--- config.mk ---
export PLATFORM = sky130hd
export DESIGN_NAME = serial_pattern_tx
export DESIGN_NICKNAME = d
export VERILOG_FILES = /design/src/rtl/serial_pattern_tx_pkg.sv /design/src/rtl/serial_pattern_tx_hold.sv /design/src/rtl/serial_pattern_tx.sv
export SDC_FILE = /design/constraint.sdc
export NUM_CORES = 1
export LEC_CHECK = 0
export CAP_MARGIN = 20
export CELL_PAD_IN_SITES_DETAIL_PLACEMENT = 0
export CELL_PAD_IN_SITES_GLOBAL_PLACEMENT = 1
export CORE_MARGIN = 4
export CORE_UTILIZATION = 30
export CTS_CLUSTER_SIZE = 24
export DETAILED_ROUTE_END_ITERATION = 7
export PLACE_DENSITY_LB_ADDON = 0.1
export REMOVE_ABC_BUFFERS = 1
export SYNTH_ARGS = -nofsm -noshare
export SYNTH_HDL_FRONTEND = slang
export SYNTH_HIERARCHICAL = 1
export SYNTH_SLANG_ARGS = --single-unit
export TNS_END_PERCENT = 50
--- constraint.sdc ---
create_clock -name clk -period 2.4 [get_ports clk]
set_clock_uncertainty 0.1 [all_clocks]
set_input_delay 0.48 -clock clk [delete_from_list [all_inputs] [get_ports clk]]
set_output_delay 0.48 -clock clk [all_outputs]
set_load 0.1 [all_outputs]
--- src/rtl/serial_pattern_tx_pkg.sv ---
// Shared types and constants for the serial pattern transmitter.
// Optional feature macro: SERIAL_PATTERN_TX_PARITY_EN (appends an even-parity bit to each frame).
package serial_pattern_tx_pkg;

    localparam int unsigned DEFAULT_WIDTH = 16;

    typedef enum logic [1:0] {
        IDLE   = 2'd0,
        SHIFT  = 2'd1,
        PARITY = 2'd2
    } tx_state_t;

    // Number of dout_valid cycles per frame for a given data width.
    function automatic int unsigned frame_len(input int unsigned width);
`ifdef SERIAL_PATTERN_TX_PARITY_EN
        return width + 1;
`else
        return width;
`endif
    endfunction

endpackage

--- src/rtl/serial_pattern_tx_hold.sv ---
// One-word holding register with full flag; lets the next word wait while a frame is on the wire.
module serial_pattern_tx_hold
    import serial_pattern_tx_pkg::*;
#(
    parameter int unsigned WIDTH = DEFAULT_WIDTH
) (
    input  logic             clk,
    input  logic             rst,
    input  logic             wr_en,
    input  logic [WIDTH-1:0] wr_data,
    input  logic             rd_en,
    output logic [WIDTH-1:0] rd_data,
    output logic             load_ready
);

    logic             full;
    logic [WIDTH-1:0] data;

    // Full flag: set on write, cleared when the word moves into the shifter.
    always_ff @(posedge clk) begin
        if (rst) begin
            full <= 1'b0;
        end else if (wr_en) begin
            full <= 1'b1;
        end else if (rd_en) begin
            full <= 1'b0;
        end
    end

    // Data storage; contents are meaningless while the flag is clear.
    always_ff @(posedge clk) begin
        if (wr_en) begin
            data <= wr_data;
        end
    end

    assign rd_data    = data;
    assign load_ready = !full;

endmodule

--- src/rtl/serial_pattern_tx.sv ---
// Serial pattern transmitter: parallel words in over valid/ready, MSB-first bit stream out.
// Optional feature macro: SERIAL_PATTERN_TX_PARITY_EN (adds a PARITY cycle carrying even parity).
module serial_pattern_tx
    import serial_pattern_tx_pkg::*;
#(
    parameter int unsigned WIDTH = DEFAULT_WIDTH
) (
    input  logic             clk,
    input  logic             rst,
    input  logic [WIDTH-1:0] load_data,
    input  logic             load_valid,
    output logic             load_ready,
    output logic             dout,
    output logic             dout_valid,
    output logic             frame_start,
    output logic             frame_done,
    output logic             busy
);

    localparam int unsigned    CW      = $clog2(WIDTH + 1);
    localparam logic [CW-1:0]  CNT_TOP = CW'(WIDTH - 1);
    localparam logic [CW-1:0]  CNT_ONE = CW'(1);

    tx_state_t        state, state_n;
    logic [WIDTH-1:0] shreg, shreg_n;
    logic [CW-1:0]    cnt, cnt_n;
    logic             accept;
    logic             direct;
    logic             hold_wr, hold_rd;
    logic [WIDTH-1:0] hold_data;
    logic             last_bit;
    logic             do_load;
    logic [WIDTH-1:0] new_word;
    logic             dout_n, valid_n, start_n, done_n;
`ifdef SERIAL_PATTERN_TX_PARITY_EN
    logic             par, par_n;
`endif

    assign accept = load_valid && load_ready && !rst;

    serial_pattern_tx_hold #(
        .WIDTH(WIDTH)
    ) u_hold (
        .clk        (clk),
        .rst        (rst),
        .wr_en      (hold_wr),
        .wr_data    (load_data),
        .rd_en      (hold_rd),
        .rd_data    (hold_data),
        .load_ready (load_ready)
    );

    // Next-state, shifter/counter update, hold traffic and next output values.
    always_comb begin
        state_n  = state;
        shreg_n  = shreg;
        cnt_n    = cnt;
        hold_rd  = 1'b0;
        direct   = 1'b0;
        last_bit = 1'b0;
        do_load  = 1'b0;
        new_word = load_data;
`ifdef SERIAL_PATTERN_TX_PARITY_EN
        par_n    = par;
`endif

        case (state)
            IDLE: begin
                if (accept) begin
                    direct  = 1'b1;
                    do_load = 1'b1;
                end
            end
            SHIFT: begin
                if (cnt != '0) begin
                    shreg_n = {shreg[WIDTH-2:0], 1'b0};
                    cnt_n   = cnt - CNT_ONE;
                end else begin
`ifdef SERIAL_PATTERN_TX_PARITY_EN
                    state_n = PARITY;
`else
                    last_bit = 1'b1;
`endif
                end
            end
`ifdef SERIAL_PATTERN_TX_PARITY_EN
            PARITY: begin
                last_bit = 1'b1;
            end
`endif
            default: begin
                state_n = IDLE;
            end
        endcase

        // Frame end: a held word wins; an empty hold lets a same-edge accept
        // go straight to the shifter so it is never stranded in the hold at IDLE.
        if (last_bit) begin
            if (!load_ready) begin
                hold_rd  = 1'b1;
                new_word = hold_data;
                do_load  = 1'b1;
            end else if (accept) begin
                direct  = 1'b1;
                do_load = 1'b1;
            end else begin
                state_n = IDLE;
            end
        end

        if (do_load) begin
            shreg_n = new_word;
            cnt_n   = CNT_TOP;
            state_n = SHIFT;
`ifdef SERIAL_PATTERN_TX_PARITY_EN
            par_n   = ^new_word;
`endif
        end

        hold_wr = accept && !direct;

        valid_n = (state_n != IDLE);
        start_n = (state_n == SHIFT) && (cnt_n == CNT_TOP);
`ifdef SERIAL_PATTERN_TX_PARITY_EN
        done_n  = (state_n == PARITY);
        dout_n  = (state_n == SHIFT) ? shreg_n[WIDTH-1] :
                  (state_n == PARITY) ? par_n : 1'b0;
`else
        done_n  = (state_n == SHIFT) && (cnt_n == '0);
        dout_n  = (state_n == SHIFT) ? shreg_n[WIDTH-1] : 1'b0;
`endif
    end

    // State, datapath and registered outputs.
    always_ff @(posedge clk) begin
        if (rst) begin
            state       <= IDLE;
            shreg       <= '0;
            cnt         <= '0;
            dout        <= 1'b0;
            dout_valid  <= 1'b0;
            frame_start <= 1'b0;
            frame_done  <= 1'b0;
`ifdef SERIAL_PATTERN_TX_PARITY_EN
            par         <= 1'b0;
`endif
        end else begin
            state       <= state_n;
            shreg       <= shreg_n;
            cnt         <= cnt_n;
            dout        <= dout_n;
            dout_valid  <= valid_n;
            frame_start <= start_n;
            frame_done  <= done_n;
`ifdef SERIAL_PATTERN_TX_PARITY_EN
            par         <= par_n;
`endif
        end
    end

    assign busy = dout_valid || !load_ready;

endmodule
==> impl_results.md <==
- Outcome: finished clean
- Vias: 1,668
- Yosys top cell by area: dfxtp_1
- HP Start: shreg[14]
- Worst setup EP type: flop
- Highest-delay cell along the critical path: nor2_1
- Routed Antenna Nets: 0
- R2R Setup Slk: 190 ps
- Most common cell after layout, fill and taps aside: nand2_1
- Fmax: between 400 and 500 MHz
- Period utilization: 0.921
- CTS H-tree depth: 2
- First-pass GRT wire length: between 8000 and 9000 µm
- Power Density: about 580 mW/mm²
- Post-synth EDFFs: 16
- Power Total: about 0.0015 W
- Pre-CTS WS: -208 ps
- Core ar.: roughly 0.0068 mm²
- Area growth syn-to-layout: 22.0%
- PortBufs: 24
- Synth Cell Area: 0.00207 mm²
- RSZ-0062 raised after global routing: false
- Worst Path Max Fanout: 15
- Worst Hold Class: flop to flop
- Hold depth: 2
- Final Instance Area: 0.00253 mm²
- Hold endpoint: dout
- TNS Setup: 0 ps
- Worst path top cell family by delay: simple AND/OR/NAND/NOR gates
- CTS buffer count: 5
- Final Hold Violating Endpoints: 0
- GRT Total Usage: 0.134
- NumNets Final: around 250
- Global route overflow: 0
- Netlist cell types: 48
- Top cell type's share of synthesized area: 0.261
- Slew margin rel.: 0.333
- Dominant synthesized flop cell: dfxtp_1
- Yosys reg bits: 43
- Vias in the first global route: 1,669
- Register area share after synthesis: 0.493
- Die W: between 90 and 100 µm
- Detailed Route WL: 5310 µm
- R2R Path Start: cnt[0]
- CP max stage delay: 760 ps
- Largest net degree at the start of global routing: 26
- Residual DRC: 0
- CP arrival: between 2000 and 2500 ps
- Least-Margin Pin Slew: ~1000 ps
- Max rail drop VDD: between 0.0003 and 0.0004 V
- Die H: 91.1 µm
- Max-slew violation count: 0
- Average cell area after synthesis: 10.2 µm²
- Worst-path clk slew: about 80 ps
- Final setup viols: 0
- Number of vias per cell: 5.33
- Ports: 25
- Met2 Usage GRT: 0.216
- Die area: 0.00830 mm²
- Initial antenna violation count: 0
- GR Util met1: 0.176
- # rows: 30
- Most frequent cells in the layout: 29 x nand2_1, 27 x dfxtp_1, 21 x buf_4
- Mapped Cells: 203
- Post-DP HPWL: between 3000 and 4000 µm
- MaxCap Viol Count: 0
- Required time of the critical path: between 2000 and 3000 ps
- Worst R2R End: shreg[1]
- Clk_lat worst skew: 300 ps
- Top cells by area, synth: dfxtp_1 26%, edfxtp_1 23%, a2111oi_0 5.9%
- Synth async-reset ratio: 0
- Root buffer cell: clkbuf_8
- CP bufs+invs: 1
- Reg2Reg Depth: 6
- Setup crit start kind: flop
- Ys Warns: 6
- DP Area: 0.00242 mm²
- Critical path, cell by cell: inv_1 -> ha_1 -> nor4b_4 -> nor2_1 -> nand2_1 -> a311oi_1
- Final worst-path setup slack: roughly 190 ps
- 1st-pass router iterations: 4
- Setup CP Type: flop to flop
- Layout cells sized above 1: 0.172
- Leak: 0.882 nW
- Starting Density: 0.307
- Met3 GRT Util: 0.0373
- Placer's final routability congestion estimate: ~0.78
- TritonCTS clock tree: yes
- Clk sinks: 43
- Grt peak-use layer: met2
- Tmin final: 2210 ps
- Initial drt markers: approximately 110
- Max clock buf depth: 2
- Diodes inserted: 0
- DR WL/cell: around 17 µm
[where the power goes]
| group | internal (W) | switching [W] | total (W) |
|---|---|---|---|
| combinational | 0.0000860 | 0.000117 | 0.000203 |
| clock | 0.000204 | 0.000259 | 0.000463 |
| sequential | 0.000786 | 0.0000121 | 0.000798 |
| total | 0.00108 | 0.000388 | 0.00146 |
[per-stage QoR]
| stage | instances | hold WS (ps) | util |
|---|---|---|---|
| 2_1_floorplan | 184 | 336 | - |
| 3_3_place_gp | 305 | 374 | 0.359 |
| 3_5_place_dp | 305 | 383 | 0.359 |
| 4_1_cts | 313 | 396 | 0.371 |
| 5_1_grt | 313 | 410 | 0.374 |
| 6_report | 313 | 389 | 0.374 |
[layout make-up]
class | instances | area, µm²
Sequential cell | 43 | 1020
Multi-Input combinational cell | 133 | 915
Fill cell | 684 | 4230
Timing Repair Buffer | 41 | 378
Clock buffer | 6 | 72.6
Tap cell | 80 | 100
Inverter | 8 | 30.0
Clock inverter | 2 | 12.5
[how the worst max path moves through the flow]
| stage | startpoint | end | cells past startpoint |
|---|---|---|---|
| after CTS | cnt[0] | shreg[14] | 6 |
| after floorplan | u_hold/full | u_hold/rd_data[0] | 4 |
| after global placement | rst | shreg[14] | 6 |
| final | cnt[0] | shreg[1] | 6 |
| after global routing | cnt[1] | shreg[10] | 6 |
| after detailed placement | rst | shreg[14] | 6 |
[what timing repair did]
item,4_1_cts,5_1_grt
hold buffers,0,0
pin swaps,0,0
buffers inserted,0,0
resized for setup,1,11
endpoints found under the setup margin,2,12
gates cloned,0,0
[cells in the mapped netlist, types with 2 or more instances]
library cell,number
nand2_1,29
and2_1,3
mux2i_1,2
nor2_1,5
nor3_1,4
a311oi_1,14
a21oi_1,6
edfxtp_1,16
clkbuf_1,6
nor3b_1,2
nand2b_1,5
and3_1,14
o22ai_1,2
a2111oi_0,14
inv_1,8
buf_2,6
a21o_1,2
or2_1,2
buf_6,4
nand3b_1,4
dfxtp_1,27
buf_4,2
[worst register-to-register path, delay by kind of cell (launching register included)]
kind	cells	cell delay (ps)
and+or+nand+nor	3	1040
DFF	1	370
adders and majority gates	1	220
buffers and inverters	1	90
AOI/OAI and AO/OA	1	300
[per-layer routing]
metal,vias up,share of wire
met3,5,0.038
met2,33,0.48
met5,-,0
li1,821,-
met1,809,0.47
met4,0,0.011
[flip-flops by register name, indices dropped and copies added, names as in the netlist]
signal	cells
cnt	5
dout	1
dout_valid	1
frame_done	1
frame_start	1
shreg	15
state	2
u_hold/full	1
u_hold/rd_data	16
[logic make-up after synthesis]
| kind of cell | count (synthesis) | share of synthesized area |
|---|---|---|
| buffers and inverters | 27 | 0.0761 |
| AND/OR/NAND/NOR | 76 | 0.205 |
| multiplexers | 2 | 0.00966 |
| AO/OA/AOI/OAI | 53 | 0.209 |
| other | 1 | 0.00181 |
| flip-flops | 43 | 0.493 |
| adder cells (fa/ha/maj) | 1 | 0.00604 |
Power figures use the tool's default switching activity.
